<file path="src/rtl/ysyx_22041461_mc_ctrl.sv">
// rtl/ysyx_22041461_mc_ctrl.sv - multi-cycle core control FSM
// Purpose: sequences fetch, execute, data-memory access and writeback for a
//   multi-cycle core, with a per-handshake wait timeout, a sticky halt on
//   ebreak and a retired-instruction counter.
// Ports:
//   clk, rst                       clock, synchronous active-high reset
//   if_req_*, if_resp_*            instruction fetch request/response
//   inst                           latched instruction to the decoder
//   dec_*                          decoder results for the current inst
//   next_pc                        datapath next-pc (snpc or target)
//   ls_req_*, ls_we, ls_resp_valid data-memory request/response
//   reg_we, commit                 writeback strobe, one-cycle retire pulse
//   pc, instret                    architectural pc, retired count
//   halt, timeout                  sticky ebreak / handshake-timeout flags
module ysyx_22041461_mc_ctrl #(
  parameter int               XLEN     = 64,
  parameter logic [XLEN-1:0]  RESET_PC = 64'h8000_0000,
  parameter int               MAX_WAIT = 255
) (
  input  logic            clk,
  input  logic            rst,
  output logic            if_req_valid,
  input  logic            if_req_ready,
  output logic [XLEN-1:0] if_req_addr,
  input  logic            if_resp_valid,
  input  logic [31:0]     if_resp_inst,
  output logic [31:0]     inst,
  input  logic            dec_is_load,
  input  logic            dec_is_store,
  input  logic            dec_rd_we,
  input  logic            dec_ebreak,
  input  logic [XLEN-1:0] next_pc,
  output logic            ls_req_valid,
  input  logic            ls_req_ready,
  output logic            ls_we,
  input  logic            ls_resp_valid,
  output logic            reg_we,
  output logic [XLEN-1:0] pc,
  output logic            commit,
  output logic [63:0]     instret,
  output logic            halt,
  output logic            timeout
);

  typedef enum logic [3:0] {
    IDLE, IF_REQ, IF_WAIT, EX, MEM_REQ, MEM_WAIT, WB, HALT, ERR
  } state_t;

  localparam logic [16:0] WAIT_LIM = 17'(MAX_WAIT);

  state_t          state_q, state_d;
  logic [XLEN-1:0] pc_q, pc_d;
  logic [XLEN-1:0] npc_q, npc_d;
  logic [31:0]     inst_q, inst_d;
  logic [63:0]     instret_q, instret_d;
  logic [15:0]     wait_q, wait_d;
  logic            halt_ack_q, halt_ack_d;
  logic [16:0]     wait_inc;
  logic            wait_hit;

  // The counter is one wider than needed so the compare never wraps.
  assign wait_inc = {1'b0, wait_q} + 17'd1;
  assign wait_hit = (wait_inc == WAIT_LIM);

  assign if_req_addr = pc_q;
  assign pc          = pc_q;
  assign inst        = inst_q;
  assign instret     = instret_q;

  always_comb begin
    state_d      = state_q;
    pc_d         = pc_q;
    npc_d        = npc_q;
    inst_d       = inst_q;
    instret_d    = instret_q;
    halt_ack_d   = halt_ack_q;
    // Any transition lands with a zeroed counter; staying in a wait state
    // overrides this with the incremented value.
    wait_d       = '0;
    if_req_valid = 1'b0;
    ls_req_valid = 1'b0;
    ls_we        = 1'b0;
    reg_we       = 1'b0;
    commit       = 1'b0;
    halt         = 1'b0;
    timeout      = 1'b0;
    case (state_q)
      IDLE: state_d = IF_REQ;
      IF_REQ: begin
        if_req_valid = 1'b1;
        if (if_req_ready)  state_d = IF_WAIT;
        else if (wait_hit) state_d = ERR;
        else               wait_d  = wait_inc[15:0];
      end
      IF_WAIT: begin
        if (if_resp_valid) begin
          inst_d  = if_resp_inst;
          state_d = EX;
        end else if (wait_hit) begin
          state_d = ERR;
        end else begin
          wait_d = wait_inc[15:0];
        end
      end
      EX: begin
        npc_d = next_pc;
        if (dec_ebreak) begin
          // ebreak retires on entry to HALT rather than through WB.
          instret_d = instret_q + 64'd1;
          state_d   = HALT;
        end else if (dec_is_load || dec_is_store) begin
          state_d = MEM_REQ;
        end else begin
          state_d = WB;
        end
      end
      MEM_REQ: begin
        ls_req_valid = 1'b1;
        ls_we        = dec_is_store;
        if (ls_req_ready)  state_d = MEM_WAIT;
        else if (wait_hit) state_d = ERR;
        else               wait_d  = wait_inc[15:0];
      end
      MEM_WAIT: begin
        if (ls_resp_valid) state_d = WB;
        else if (wait_hit) state_d = ERR;
        else               wait_d  = wait_inc[15:0];
      end
      WB: begin
        reg_we    = dec_rd_we && !dec_is_store;
        commit    = 1'b1;
        pc_d      = npc_q;
        instret_d = instret_q + 64'd1;
        state_d   = IF_REQ;
      end
      HALT: begin
        halt       = 1'b1;
        // halt_ack_q limits the retire pulse to the first HALT cycle.
        commit     = !halt_ack_q;
        halt_ack_d = 1'b1;
      end
      ERR: timeout = 1'b1;
      default: state_d = IDLE;
    endcase
  end

  always_ff @(posedge clk) begin
    if (rst) begin
      state_q    <= IDLE;
      pc_q       <= RESET_PC;
      npc_q      <= RESET_PC;
      inst_q     <= '0;
      instret_q  <= '0;
      wait_q     <= '0;
      halt_ack_q <= 1'b0;
    end else begin
      state_q    <= state_d;
      pc_q       <= pc_d;
      npc_q      <= npc_d;
      inst_q     <= inst_d;
      instret_q  <= instret_d;
      wait_q     <= wait_d;
      halt_ack_q <= halt_ack_d;
    end
  end

endmodule

</file>
<file path="config.mk">
export PLATFORM = sky130hd
export DESIGN_NAME = ysyx_22041461_mc_ctrl
export DESIGN_NICKNAME = d
export VERILOG_FILES = /design/src/rtl/ysyx_22041461_mc_ctrl.sv
export SDC_FILE = /design/constraint.sdc
export NUM_CORES = 1
export LEC_CHECK = 0
export BUFFER_PORTS_ARGS = -buffer_cell sky130_fd_sc_hd__buf_4
export CAP_MARGIN = 10
export CORE_MARGIN = 1.5
export CORE_UTILIZATION = 30
export DETAILED_ROUTE_END_ITERATION = 8
export GPL_TIMING_DRIVEN = 0
export HOLD_SLACK_MARGIN = 0.05
export PLACE_DENSITY = 0.52
export SYNTH_ARGS = -nofsm -noshare
export SYNTH_HDL_FRONTEND = slang
export SYNTH_SLANG_ARGS = --single-unit
</file>
<file path="constraint.sdc">
create_clock -name clk -period 2.5 [get_ports clk]
set_clock_uncertainty 0.1 [all_clocks]
set_input_delay 0.5 -clock clk [delete_from_list [all_inputs] [get_ports clk]]
set_output_delay 0.5 -clock clk [all_outputs]
set_load 0.01 [all_outputs]
</file>
==> impl_metrics.json <==
{
  "cts_root_buf": "clkbuf_16",
  "placed_cells": 2087,
  "critPathTopFamily": "buffers and inverters",
  "cts.sinks": 245,
  "p_leak_uw": 0.00582,
  "grt_max_degree": 14,
  "r2r-end": "instret[58]$_SDFFE_PP0P_",
  "period_share": 1.01,
  "maxSlewHeadroom": 0.438,
  "top_level_ports": 337,
  "cts_hold_buf": 0,
  "p_total_uw": 8600,
  "drt_iter0_drc": 465,
  "numCtsBuffers": 28,
  "min_from": "next_pc[31]",
  "path_clk_slew_ps": 60,
  "rsz0062_at_grt": "true",
  "postRouteAntennaNets": 0,
  "rrSetupSlack_ps": 150,
  "slowest_stage": "dfxtp_2",
  "violations": "negative setup slack",
  "min_to": "npc_q[31]$_SDFFE_PP1P_",
  "die_width_um": 189,
  "powerDensity_mw_per_mm2": 587,
  "fp-row-count": 68,
  "fill_cells": 3582,
  "gp_congestion": 0.797,
  "path_buf_inv": 3,
  "netlist_area_mm2": 0.0104,
  "synth_edf_count": 0,
  "numPortBuffers": 336,
  "clk_path_buf_depth": 3,
  "crit-reg2reg-launch": "instret[4]$_SDFFE_PP0P_",
  "seq_area_frac_synth": 0.470,
  "path_cells": "buf_4 > nand3_1 > buf_4 > nor3b_1 > buf_4",
  "route.met2.wl_um": 16600,
  "worstHoldPathType": "in -> reg",
  "drv_slew": 0,
  "maxCapViolCount": 0,
  "reg2regPathDepth": 7,
  "die_area_mm2": 0.0359,
  "antennaDiodeCount": 0,
  "yosys_warnings": 0,
  "cts_tree": "yes",
  "peakVddDrop_v": 0.000436,
  "via_per_inst": 4.73,
  "instances_no_fill": 2145,
  "hold_viol": 0,
  "nets": 1777,
  "synth.avg_cell_area_um2": 8.06,
  "startpoint_type": "flop",
  "antenna_found_initial": 1,
  "grt_pass1_wl_um": 52600,
  "setup_violations": 1,
  "wirelength_met1_um": 14900,
  "dieHeight_um": 189,
  "dpl.hpwl_um": 25500,
  "arrival_ps": 1920,
  "grt_pass1_vias": 9509,
  "status": "finished, violations left",
  "tightestPinTransition_ps": 844,
  "required_ps": 1900,
  "synth_fp_nets": 1404,
  "register_area_mm2": 0.00491,
  "max_freq_mhz": 397,
  "route.detailed.drc": 0,
  "num_vias": 10100,
  "layout-drive-gt1-share": 0.308,
  "slowest_delay_ps": 420,
  "path_depth": 5,
  "wl_per_cell_um": 16.0,
  "ys_types": 52,
  "async_flop_share": 0,
  "insertion_delay_ps": 540,
  "topRoutingLayerUsed": "met4",
  "critPathKind": "reg -> out",
  "multiInputGateArea_mm2": 0.00475,
  "postRouteWirelength_um": 34400,
  "crit_path_frequent_cell": "buf_4",
  "cp-end-kind": "output pin",
  "wl_met3_um": 2090,
  "track_usage": 0.185,
  "start_util": 0.304,
  "htreeDepth": 1,
  "gr-total-overflow": 0,
  "min_period_ps": 2520,
  "fin_ws_ps": -21.2,
  "area_growth_pct": 40.5,
  "ys.flop_type": "dfxtp_1",
  "hold_depth": 3,
  "core_area_mm2": 0.0344,
  "critPathMaxFanout": 10,
  "ys_ff_latch": 245,
  "syn_inst": 1295,
  "firstDrtPassIters": 5
}
==> flip-flops by register name, indices dropped and copies added (netlist names) <==
signal and flops:
halt_ack_q 1, if_req_addr 64, inst 32, instret 64
npc_q 64, state_q 4, wait_q 16
==> layout make-up <==
class / instances / share of cell area
timing repair buffer: 346 / 0.178
tap: 455 / 0.0388
multi-input combinational: 891 / 0.324
inverter: 15 / 0.00384
clock buffer: 36 / 0.0547
buffer: 141 / 0.0547
sequential: 245 / 0.335
clock inverter: 16 / 0.0109
==> worst reg2reg max path, delay by kind of cell (launching register included) <==
family	cells	cell delay [ps]
buffers and inverters	2	440
DFF	1	410
muxes	1	360
and+or+nand+nor	4	930
==> cells by family after synthesis <==
| group | Yosys count | share of synthesized area |
|---|---|---|
| simple gates | 589 | 0.261 |
| flops | 245 | 0.470 |
| compound gates | 237 | 0.127 |
| buf+inv | 159 | 0.0817 |
| xor+xnor | 44 | 0.0369 |
| mux | 18 | 0.0192 |
| fa+ha+maj | 3 | 0.00360 |
==> Yosys cell counts (2+ instances only) <==
cell,count,share of area
nand2_1,347,0.12
dfxtp_1,245,0.47
a21oi_1,181,0.087
nor2_1,74,0.027
clkbuf_1,72,0.026
buf_4,64,0.046
nand4_1,26,0.016
xor2_1,26,0.022
nand3_1,25,0.012
or4_1,20,0.014
nor3_1,19,0.0091
o31ai_1,18,0.013
xnor2_1,18,0.015
mux2_2,16,0.017
inv_1,15,0.0054
nor2b_1,13,0.0078
and4_1,10,0.0084
a211oi_1,9,0.0065
o21ai_0,9,0.0043
nor4_1,8,0.0048
and3_1,7,0.0042
buf_2,6,0.0029
or3_1,6,0.0036
nand2b_1,5,0.0030
a22oi_1,4,0.0029
a31oi_1,4,0.0024
and2_1,4,0.0024
nand3_2,4,0.0038
nor3b_1,4,0.0029
ha_1,3,0.0036
nand3b_1,3,0.0022
nor3_2,3,0.0029
a211o_1,2,0.0017
a31o_2,2,0.0017
mux2i_1,2,0.0019
nand4_2,2,0.0024
nand4b_1,2,0.0017
nor4_4,2,0.0041
o21bai_1,2,0.0014
==> worst max path at each step <==
| stage | from | end | slack, ps |
|---|---|---|---|
| 2_1_floorplan | wait_q[0]$_SDFF_PP0_ | state_q[0]$_SDFFE_PP0N_ | 240 |
| 3_3_place_gp | state_q[1]$_SDFFE_PP0N_ | npc_q[13]$_SDFFE_PP0P_ | -560 |
| 3_5_place_dp | dec_ebreak | instret[57]$_SDFFE_PP0P_ | -420 |
| 4_1_cts | state_q[0]$_SDFFE_PP0N_ | reg_we | -160 |
| 5_1_grt | state_q[3]$_SDFFE_PP0N_ | reg_we | -150 |
| 6_report | state_q[1]$_SDFFE_PP0N_ | reg_we | -20 |
==> metal layers <==
layer,vias up,track usage
met4,0,0.0479
li1,5058,-
met1,4756,0.232
met3,46,0.0378
met5,-,0
met2,286,0.319
==> per-stage QoR <==
stage | utilization | hold slack, ps | instance area [um2] | setup WS [ps] | TNS, ps
2_1_floorplan | - | 332 | 10400 | 245 | 0
3_3_place_gp | 0.393 | 335 | 13500 | -563 | -55400
3_5_place_dp | 0.394 | 344 | 13500 | -416 | -29670
4_1_cts | 0.423 | 64.9 | 14500 | -161 | -223
5_1_grt | 0.426 | 85.5 | 14700 | -153 | -395
6_report | 0.426 | 91.8 | 14700 | -21.2 | -21.2
==> layout by cell type (no fill, tap or decap), types with 9 or more instances in the layout <==
cell and count:
inv_1 15, mux2_2 16, clkinv_2 11, o31ai_1 18, dfxtp_1 240, nand3_1 24
o21ai_0 9, buf_4 411, nor2_1 73, nor2b_1 13, clkbuf_1 65, xor2_1 26
and4_1 9, nand4_1 26, a211oi_1 9, nor3_1 18, xnor2_1 18, clkbuf_16 29
nand2_1 347, or4_1 20, a21oi_1 181
==> timing repair <==
action                                  in CTS  in global routing
cloned                                       0                  0
endpoints found under the setup margin      86                104
resized for setup                           14                 18
pin swaps                                    2                  5
setup buffers                                1                  8
==> report_power, final <==
group	internal, uW	total [uW]	switching (uW)
Clock	2560	4240	1670
Sequential	3940	3960	22.6
Combinational	179	405	226
Total	6680	8600	1920
No activity file was read; power rests on OpenSTA's default activity.
